File: src/rtl/mouse_packet_sequencer.sv
// PS/2 mouse front-end: runs the reset/self-test/enable handshake, then assembles
// 3-byte stream packets into STATUS/DX/DY with a one-cycle INTERRUPT per packet.
module mouse_packet_sequencer #(
  parameter int unsigned TIMEOUT_CYCLES = 50_000_000,
  parameter int unsigned CNT_W          = 26
) (
  input  logic       CLK,
  input  logic       RESET,
  input  logic [7:0] BYTE_IN,
  input  logic       BYTE_VALID,
  input  logic       BYTE_ERR,
  output logic       SEND_BYTE,
  output logic [7:0] BYTE_TO_SEND,
  input  logic       BYTE_SENT,
  output logic [7:0] MOUSE_STATUS,
  output logic [7:0] MOUSE_DX,
  output logic [7:0] MOUSE_DY,
  output logic       INTERRUPT,
  output logic       INIT_DONE,
  output logic [3:0] STATE_DBG
);

  typedef enum logic [3:0] {
    StSendRst  = 4'd0,
    StWaitTx1  = 4'd1,
    StWaitAck1 = 4'd2,
    StWaitBat  = 4'd3,
    StWaitId   = 4'd4,
    StSendEn   = 4'd5,
    StWaitTx2  = 4'd6,
    StWaitAck2 = 4'd7,
    StRxB0     = 4'd8,
    StRxB1     = 4'd9,
    StRxB2     = 4'd10
  } state_e;

  localparam logic [CNT_W-1:0] TimeoutVal = CNT_W'(TIMEOUT_CYCLES);

  state_e           state_q, state_d;
  logic [CNT_W-1:0] cnt_q, cnt_d;
  logic             send_q, send_d;
  logic [7:0]       tx_byte_q, tx_byte_d;
  logic [7:0]       status_hold_q, status_hold_d;
  logic [7:0]       dx_hold_q, dx_hold_d;
  logic [7:0]       status_q, status_d;
  logic [7:0]       dx_q, dx_d;
  logic [7:0]       dy_q, dy_d;
  logic             irq_q, irq_d;

  logic byte_ok;
  logic byte_bad;
  logic timeout;
  logic in_tx_wait;

  // An error strobe wins over a simultaneous valid strobe.
  assign byte_ok    = BYTE_VALID & ~BYTE_ERR;
  assign timeout    = (cnt_q == TimeoutVal);
  assign byte_bad   = BYTE_ERR | timeout;
  assign in_tx_wait = (state_q == StWaitTx1) || (state_q == StWaitTx2);

  function automatic logic [7:0] clamp(input logic ovf, input logic sign, input logic [7:0] d);
    if (!ovf) return d;
    return sign ? 8'h80 : 8'h7F;
  endfunction

  always_comb begin
    state_d       = state_q;
    send_d        = 1'b0;
    tx_byte_d     = tx_byte_q;
    status_hold_d = status_hold_q;
    dx_hold_d     = dx_hold_q;
    status_d      = status_q;
    dx_d          = dx_q;
    dy_d          = dy_q;
    irq_d         = 1'b0;

    unique case (state_q)
      StSendRst: begin
        tx_byte_d = 8'hFF;
        send_d    = 1'b1;
        state_d   = StWaitTx1;
      end
      StWaitTx1: begin
        if (byte_bad)       state_d = StSendRst;
        else if (BYTE_SENT) state_d = StWaitAck1;
      end
      StWaitAck1: begin
        if (byte_bad)     state_d = StSendRst;
        else if (byte_ok) state_d = (BYTE_IN == 8'hFA) ? StWaitBat : StSendRst;
      end
      StWaitBat: begin
        if (byte_bad)     state_d = StSendRst;
        else if (byte_ok) state_d = (BYTE_IN == 8'hAA) ? StWaitId : StSendRst;
      end
      StWaitId: begin
        if (byte_bad)     state_d = StSendRst;
        else if (byte_ok) state_d = (BYTE_IN == 8'h00) ? StSendEn : StSendRst;
      end
      StSendEn: begin
        tx_byte_d = 8'hF4;
        send_d    = 1'b1;
        state_d   = StWaitTx2;
      end
      StWaitTx2: begin
        if (byte_bad)       state_d = StSendRst;
        else if (BYTE_SENT) state_d = StWaitAck2;
      end
      StWaitAck2: begin
        if (byte_bad)     state_d = StSendRst;
        else if (byte_ok) state_d = (BYTE_IN == 8'hFA) ? StRxB0 : StSendRst;
      end
      StRxB0: begin
        // Bit 3 is always set in a status byte; anything else is a resync discard.
        if (byte_ok && BYTE_IN[3]) begin
          status_hold_d = BYTE_IN;
          state_d       = StRxB1;
        end
      end
      StRxB1: begin
        if (byte_bad) begin
          state_d = StRxB0;
        end else if (byte_ok) begin
          dx_hold_d = BYTE_IN;
          state_d   = StRxB2;
        end
      end
      StRxB2: begin
        if (byte_bad) begin
          state_d = StRxB0;
        end else if (byte_ok) begin
          status_d = status_hold_q;
          dx_d     = clamp(status_hold_q[6], status_hold_q[4], dx_hold_q);
          dy_d     = clamp(status_hold_q[7], status_hold_q[5], BYTE_IN);
          irq_d    = 1'b1;
          state_d  = StRxB0;
        end
      end
      default: state_d = StSendRst;
    endcase
  end

  // Saturating counter; echoes seen while waiting on the transmitter do not restart it.
  always_comb begin
    cnt_d = timeout ? cnt_q : cnt_q + CNT_W'(1);
    if ((state_d != state_q) || (BYTE_VALID && !in_tx_wait)) cnt_d = '0;
  end

  always_ff @(posedge CLK) begin
    if (RESET) begin
      state_q       <= StSendRst;
      cnt_q         <= '0;
      send_q        <= 1'b0;
      tx_byte_q     <= 8'h00;
      status_hold_q <= 8'h00;
      dx_hold_q     <= 8'h00;
      status_q      <= 8'h00;
      dx_q          <= 8'h00;
      dy_q          <= 8'h00;
      irq_q         <= 1'b0;
    end else begin
      state_q       <= state_d;
      cnt_q         <= cnt_d;
      send_q        <= send_d;
      tx_byte_q     <= tx_byte_d;
      status_hold_q <= status_hold_d;
      dx_hold_q     <= dx_hold_d;
      status_q      <= status_d;
      dx_q          <= dx_d;
      dy_q          <= dy_d;
      irq_q         <= irq_d;
    end
  end

  assign SEND_BYTE    = send_q;
  assign BYTE_TO_SEND = tx_byte_q;
  assign MOUSE_STATUS = status_q;
  assign MOUSE_DX     = dx_q;
  assign MOUSE_DY     = dy_q;
  assign INTERRUPT    = irq_q;
  assign INIT_DONE    = (state_q == StRxB0) || (state_q == StRxB1) || (state_q == StRxB2);
  assign STATE_DBG    = state_q;

endmodule

File: config.mk
export PLATFORM = sky130hd
export DESIGN_NAME = mouse_packet_sequencer
export DESIGN_NICKNAME = d
export VERILOG_FILES = /design/src/rtl/mouse_packet_sequencer.sv
export SDC_FILE = /design/constraint.sdc
export NUM_CORES = 1
export LEC_CHECK = 0
export CORE_MARGIN = 8
export CORE_UTILIZATION = 55
export CTS_CLUSTER_SIZE = 28
export DETAILED_ROUTE_END_ITERATION = 12
export PLACE_DENSITY = 0.77
export SLEW_MARGIN = 0
export SYNTH_ARGS = -nofsm -noshare
export SYNTH_HDL_FRONTEND = slang
export SYNTH_SLANG_ARGS = --single-unit
export TNS_END_PERCENT = 1
File: constraint.sdc
create_clock -name CLK -period 3.6 [get_ports CLK]
set_clock_uncertainty 0.2 [all_clocks]
set_input_delay 0.36 -clock CLK [delete_from_list [all_inputs] [get_ports CLK]]
set_output_delay 0.36 -clock CLK [all_outputs]
set_load 0.02 [all_outputs]
Yosys cells after proc, flatten, opt, wreduce, memory -nomap -nowiden
Cells that the tools add are included.
{"block": "classes", "n_bitwise": 5, "n_reduce_logical": 16, "n_eq_ne": 14, "add_sub_neg": 1, "n_mux": 39}
{"cell": "$mux W4", "count": 18}
{"cell": "$mux W8", "count": 6}
{"cell": "$pmux W4 S11", "count": 1}
{"cell": "$add A26 B1 Y26 const B", "count": 1}
{"cell": "$eq A26 B26 Y1 const B", "count": 1}
{"cell": "$eq A4 B3 Y1 const B", "count": 4}
{"cell": "$eq A8 B8 Y1 const B", "count": 2}
{"cell": "$pmux W8 S2", "count": 1}
{"cell": "$eq A4 B4 Y1 const B", "count": 3}
{"cell": "$mux W1", "count": 10}
{"cell": "$eq A4 B2 Y1 const B", "count": 2}
{"cell": "$logic_not A8 Y1", "count": 1}
{"cell": "$mux W3", "count": 2}
{"cell": "$reduce_and A3 Y1", "count": 2}
{"cell": "$eq A4 B1 Y1 const B", "count": 1}
{"cell": "$logic_not A4 Y1", "count": 1}
{"cell": "$logic_or A1 B1 Y1", "count": 4}
{"cell": "$ne A4 B4 Y1", "count": 1}
{"cell": "$reduce_or A2 Y1", "count": 2}
{"cell": "$not A1 Y1", "count": 3}
{"cell": "$reduce_or A3 Y1", "count": 1}
{"cell": "$logic_and A1 B1 Y1", "count": 2}
{"cell": "$mux W2", "count": 1}
{"cell": "$reduce_and A2 Y1", "count": 1}
{"cell": "other kinds (4)", "count": 4}
{"block": "totals", "input_bits": 13, "output_inout_bits": 39, "reg_bits": 80}

Logic depth before layout (Yosys ltp)
Gate-level depths: netlist (run 1).
{"block": "depth", "word_depth": 8, "mapped_depth": 10}

Worst setup path before layout (run 1)
No wires, ideal clock.
{"block": "synth_timing", "kind": "register to register", "startpoint": "register cnt_q[10]", "endpoint": "register cnt_q[0]", "path_buffers": 2, "path_stages_with_launch": 9, "setup_slack_ps": 853, "setup_ps": 123, "required_time_ps": 3277, "arrival_ps": 2425, "path_cell_list": "dfxtp_1 > or4b_1 > or4_1 > o21ba_1 > buf_6 > and3_4 > o32ai_4 > buf_6 > nor3_2"}
{"block": "synth_between", "elab_chain_len": 7, "elab_cells_between_ends": 14, "cone_classes": "2 x eq/ne; 9 x mux; 1 x bitwise; 2 x reduce/logical"}
{"item": "from (decl)", "line": "40", "rtl": "logic [CNT_W-1:0] cnt_q, cnt_d;"}
{"item": "from (signal assigned)", "line": "162", "rtl": "cnt_q <= cnt_d;"}
{"item": "$eq A26 B26 Y1 *", "line": "57", "rtl": "assign timeout = (cnt_q == TimeoutVal);"}
{"item": "$or A1 B1 Y1", "line": "58", "rtl": "assign byte_bad = BYTE_ERR | timeout;"}
{"item": "$mux W4, or another cell as far along", "line": "128", "rtl": "if (byte_bad) begin"}
{"item": "$pmux W4 S11", "line": "77", "rtl": "unique case (state_q)"}
{"item": "$ne A4 B4 Y1", "line": "145", "rtl": "if ((state_d != state_q) || (BYTE_VALID && !in_tx_wait)) cnt_d = '0;"}
{"item": "$logic_or A1 B1 Y1", "line": "145"}
{"item": "$reduce_or A2 Y1 (no source line)"}
Mark *: on every way between the ends. The rest lies on a longest branch, timed or not.
A chain may end at the register's enable or synchronous reset.

Worst setup path after layout (run 1)
{"block": "layout_timing", "startpoint": "register cnt_q[10]", "endpoint": "register cnt_q[25]"}
{"block": "layout_between", "elab_chain_len": 7, "elab_cells_between_ends": 15, "cone_classes": "1 x add/sub; 2 x eq/ne; 9 x mux; 1 x bitwise; 2 x reduce/logical"}
{"item": "$eq A26 B26 Y1", "line": "57"}
{"item": "$or A1 B1 Y1", "line": "58"}
{"item": "$mux W4, or another cell as far along", "line": "128"}
{"item": "$pmux W4 S11", "line": "77"}
{"item": "$ne A4 B4 Y1", "line": "145"}
{"item": "$logic_or A1 B1 Y1", "line": "145"}
{"item": "$reduce_or A2 Y1 (no source line)"}
Several ways; a longest one is shown, not always the timed one.

==> impl_metrics.ini, run 1 <==
[outcome]
outcome = complete, no violations

[layout]
final_nets = 478
finalNonFillerCells = 548
layout-drive-gt1-share_pct = 10.7
area_growth_pct = 19.0
antenna_cells = 0

[routing]
wl_per_cell_um = 15.3
wirelength_um = 8390
drc = 0
drt_iter0_markers = 118
antenna_left = 0
vias_per_cell = 5.70
num_vias = 3126
firstDrtPassIters = 4

[clock_tree]
clock_latency_ps = 350
postCtsHoldBufs = 0
tritoncts_num_sinks = 74
path_clk_slew_ps = 80
postCtsSetupBuffers = 0
htreeDepth = 3
clock_path_buffers = 2
cts_root_buf = clkbuf_8
cts_buffers = 9
ctsResizeCount = 0
cts_tree = built

[logic_synthesis]
async_reset_ff_share_pct = 0
synth.distinct_cells = 48
synth_warnings = 0
synth_top_cell_by_area = dfxtp_1
synth_cells = 423
netlist_area_um2 = 3690
synth_top_area_share_pct = 40.1
synth_nets = 438
synth.area.top_cells = dfxtp_1 (40%), mux2i_1 (7.3%), nor2_1 (6.0%)
ys.flop_type = dfxtp_1
ys_seq_area_share_pct = 40.1
synth_edf_count = 0
synth-seq-cells = 74
avgSynthCellArea_um2 = 8.73

[placed_design]
numPortBuffers = 51
gp_congestion = 0.895
hpwl_um = 5740
placedCellCount = 532

[grt]
busiest_layer = met2
grt_first_pass_wirelength_um = 14100
grt_usage_pct = 17.6
grt_start_max_net_pins = 45
grt_overflow = 0
grt_use_met1_pct = 21.0
grt.met2_usage_pct = 29.2
antenna_found_initial = 0
grt_pass1_vias = 2926
globalRouteMet3Util_pct = 3.84

[min_path]
min_path_type = flip-flop to flip-flop
worstHoldStart = status_hold_q[3]$_SDFFE_PP0P_
min_to = status_hold_q[3]$_SDFFE_PP0P_
holdPathStages = 2

[sta]
setup_viol = 0
fin_crit_ps = 3100
fin_crit_sh_pct = 86.1
grt_setup_unrepaired = no
tightest_slew_ps = 658
fmax_mhz = 323
final_max_slew_viol_count = 0
tns_ps = 0
hold_viol_final = 0
relSlewSlack_pct = 56.1

[worst_setup_path]
crit_path_end_kind = flip-flop
r2r_start = cnt_q[10]$_SDFFE_PP0N_
cp_max_fo = 26
r2r_cells = 7
critPathLaunchType = flip-flop
worst-r2r-setup-slack_ps = 500
rr_endpoint = cnt_q[25]$_SDFFE_PP0N_
worstSetupPathType = flip-flop to flip-flop
arrival_ps = 3140
cp.required_ps = 3640

[floorplan]
chipHeight_um = 98.0
fp-row-count = 30
ios = 52
start_util_pct = 55.6
coreArea_um2 = 6640
dieArea_um2 = 9590
die_w_um = 98.0

[job]
maxCapViolCount = 0

[pwr]
irDropWorstVdd_mv = 0.278
leakagePower_nw = 1.47
p_per_area_nw_per_um2 = 359
==> worst max path at each step <==
stage / startpoint / to / slack (ps) / cells past startpoint
3_5_place_dp: BYTE_IN[4] / cnt_q[25]$_SDFFE_PP0N_ / 410 / 8
5_1_grt: cnt_q[10]$_SDFFE_PP0N_ / cnt_q[25]$_SDFFE_PP0N_ / 360 / 7
4_1_cts: cnt_q[10]$_SDFFE_PP0N_ / cnt_q[25]$_SDFFE_PP0N_ / 500 / 7
2_1_floorplan: cnt_q[10]$_SDFFE_PP0N_ / cnt_q[0]$_SDFFE_PP0N_ / 850 / 8
3_3_place_gp: BYTE_IN[4] / cnt_q[25]$_SDFFE_PP0N_ / 570 / 8
6_report: cnt_q[10]$_SDFFE_PP0N_ / cnt_q[25]$_SDFFE_PP0N_ / 500 / 7
==> cells by family (layout without fill, tap and decap cells) <==
| family | count (synthesis) | after routing | share of synthesized area (%) |
|---|---|---|---|
| AO/OA/AOI/OAI | 61 | 61 | 11.7 |
| XOR/XNOR | 25 | 25 | 5.93 |
| adder cells (fa/ha/maj) | 2 | 2 | 0.677 |
| buffers and inverters | 41 | 86 | 5.45 |
| flip-flops | 74 | 74 | 40.1 |
| multiplexers | 28 | 28 | 7.62 |
| AND/OR/NAND/NOR | 192 | 192 | 28.6 |
==> layer usage <==
metal  up-vias  part of all wire [%]
met5         -                     0
li1       1567                     -
met4         0                   1.9
met1      1472                    45
met3        15                   4.2
met2        72                    49
==> cells in the final DEF, fill, tap and decap left out, drive strengths merged, types with 3 or more instances in the layout <==
cell           count
dfxtp             74
nor2              59
clkdlybuf4s50     51
nand2             34
nor3              34
mux2i             27
a21oi             24
a211oi            17
inv               15
xnor2             14
nand3             12
xor2              11
clkbuf            10
nor4               8
nand4              8
buf                7
nor2b              6
and3               6
nand2b             5
o21ai              5
a21o               3
or4                3
nor4b              3
==> power by group <==
part,leakage (nW),switching [mW],internal (mW)
combinational,0.781,0.0782,0.0593
sequential,0.597,0.0116,0.823
clock,0.0937,0.329,0.276
==> cell type report <==
type | count | area, um2
Sequential cell | 74 | 1480
Inverter | 12 | 45.0
Tap cell | 80 | 100
Fill cell | 568 | 2250
Timing Repair Buffer | 58 | 563
Clock inverter | 6 | 47.5
Clock buffer | 10 | 138
Multi-Input combinational cell | 308 | 2020
==> per-stage QoR <==
stage | hold slack [ps] | instance area [um2] | util (%) | total power, mW | setup WS [ps]
2_1_floorplan | 225 | 3690 | - | 0.941 | 853
3_3_place_gp | 239 | 4210 | 63.4 | 0.990 | 566
3_5_place_dp | 244 | 4210 | 63.4 | 0.991 | 410
4_1_cts | 256 | 4390 | 66.1 | 1.59 | 499
5_1_grt | 315 | 4390 | 66.1 | 1.63 | 363
6_report | 253 | 4390 | 66.1 | 1.58 | 500
==> registers in the layout, summed over array words and instances, names as in the netlist <==
name	count
MOUSE_DX	8
BYTE_TO_SEND	2
INTERRUPT	1
status_hold_q	8
STATE_DBG	4
MOUSE_DY	8
dx_hold_q	8
cnt_q	26
MOUSE_STATUS	8
SEND_BYTE	1
==> cells in the mapped netlist, drive strengths merged, types with 6 or more instances <==
master and number:
inv 12, xor2 11, a211oi 17, nor2b 6, dfxtp 74, nor3 34, xnor2 14, clkbuf 17
a21oi 24, nor2 59, nand2 34, mux2i 27, nand4 8, buf 12, and3 6, nand3 12
nor4 8
==> worst max-delay path: stages, from the launching register on <==
cell and delay (ps):
dfxtp_1 340, or4b_1 530, or4_1 540, o21ba_1 350, a221oi_4 310, o32ai_4 120
buf_4 260, nor4b_1 330
No activity file was read; power rests on OpenSTA's default activity.
==> run 2, diff against run 1 <==
GPL_TIMING_DRIVEN = 1   (was not set)
==> results of run 2 <==
Same layout as run 1: the final DEF is identical, and so are final timing and power.
==> run 3, diff against run 2 <==
CAP_MARGIN = 15   (was not set)
==> results of run 3 <==
Same layout as run 1: the final DEF is identical, and so are final timing and power.
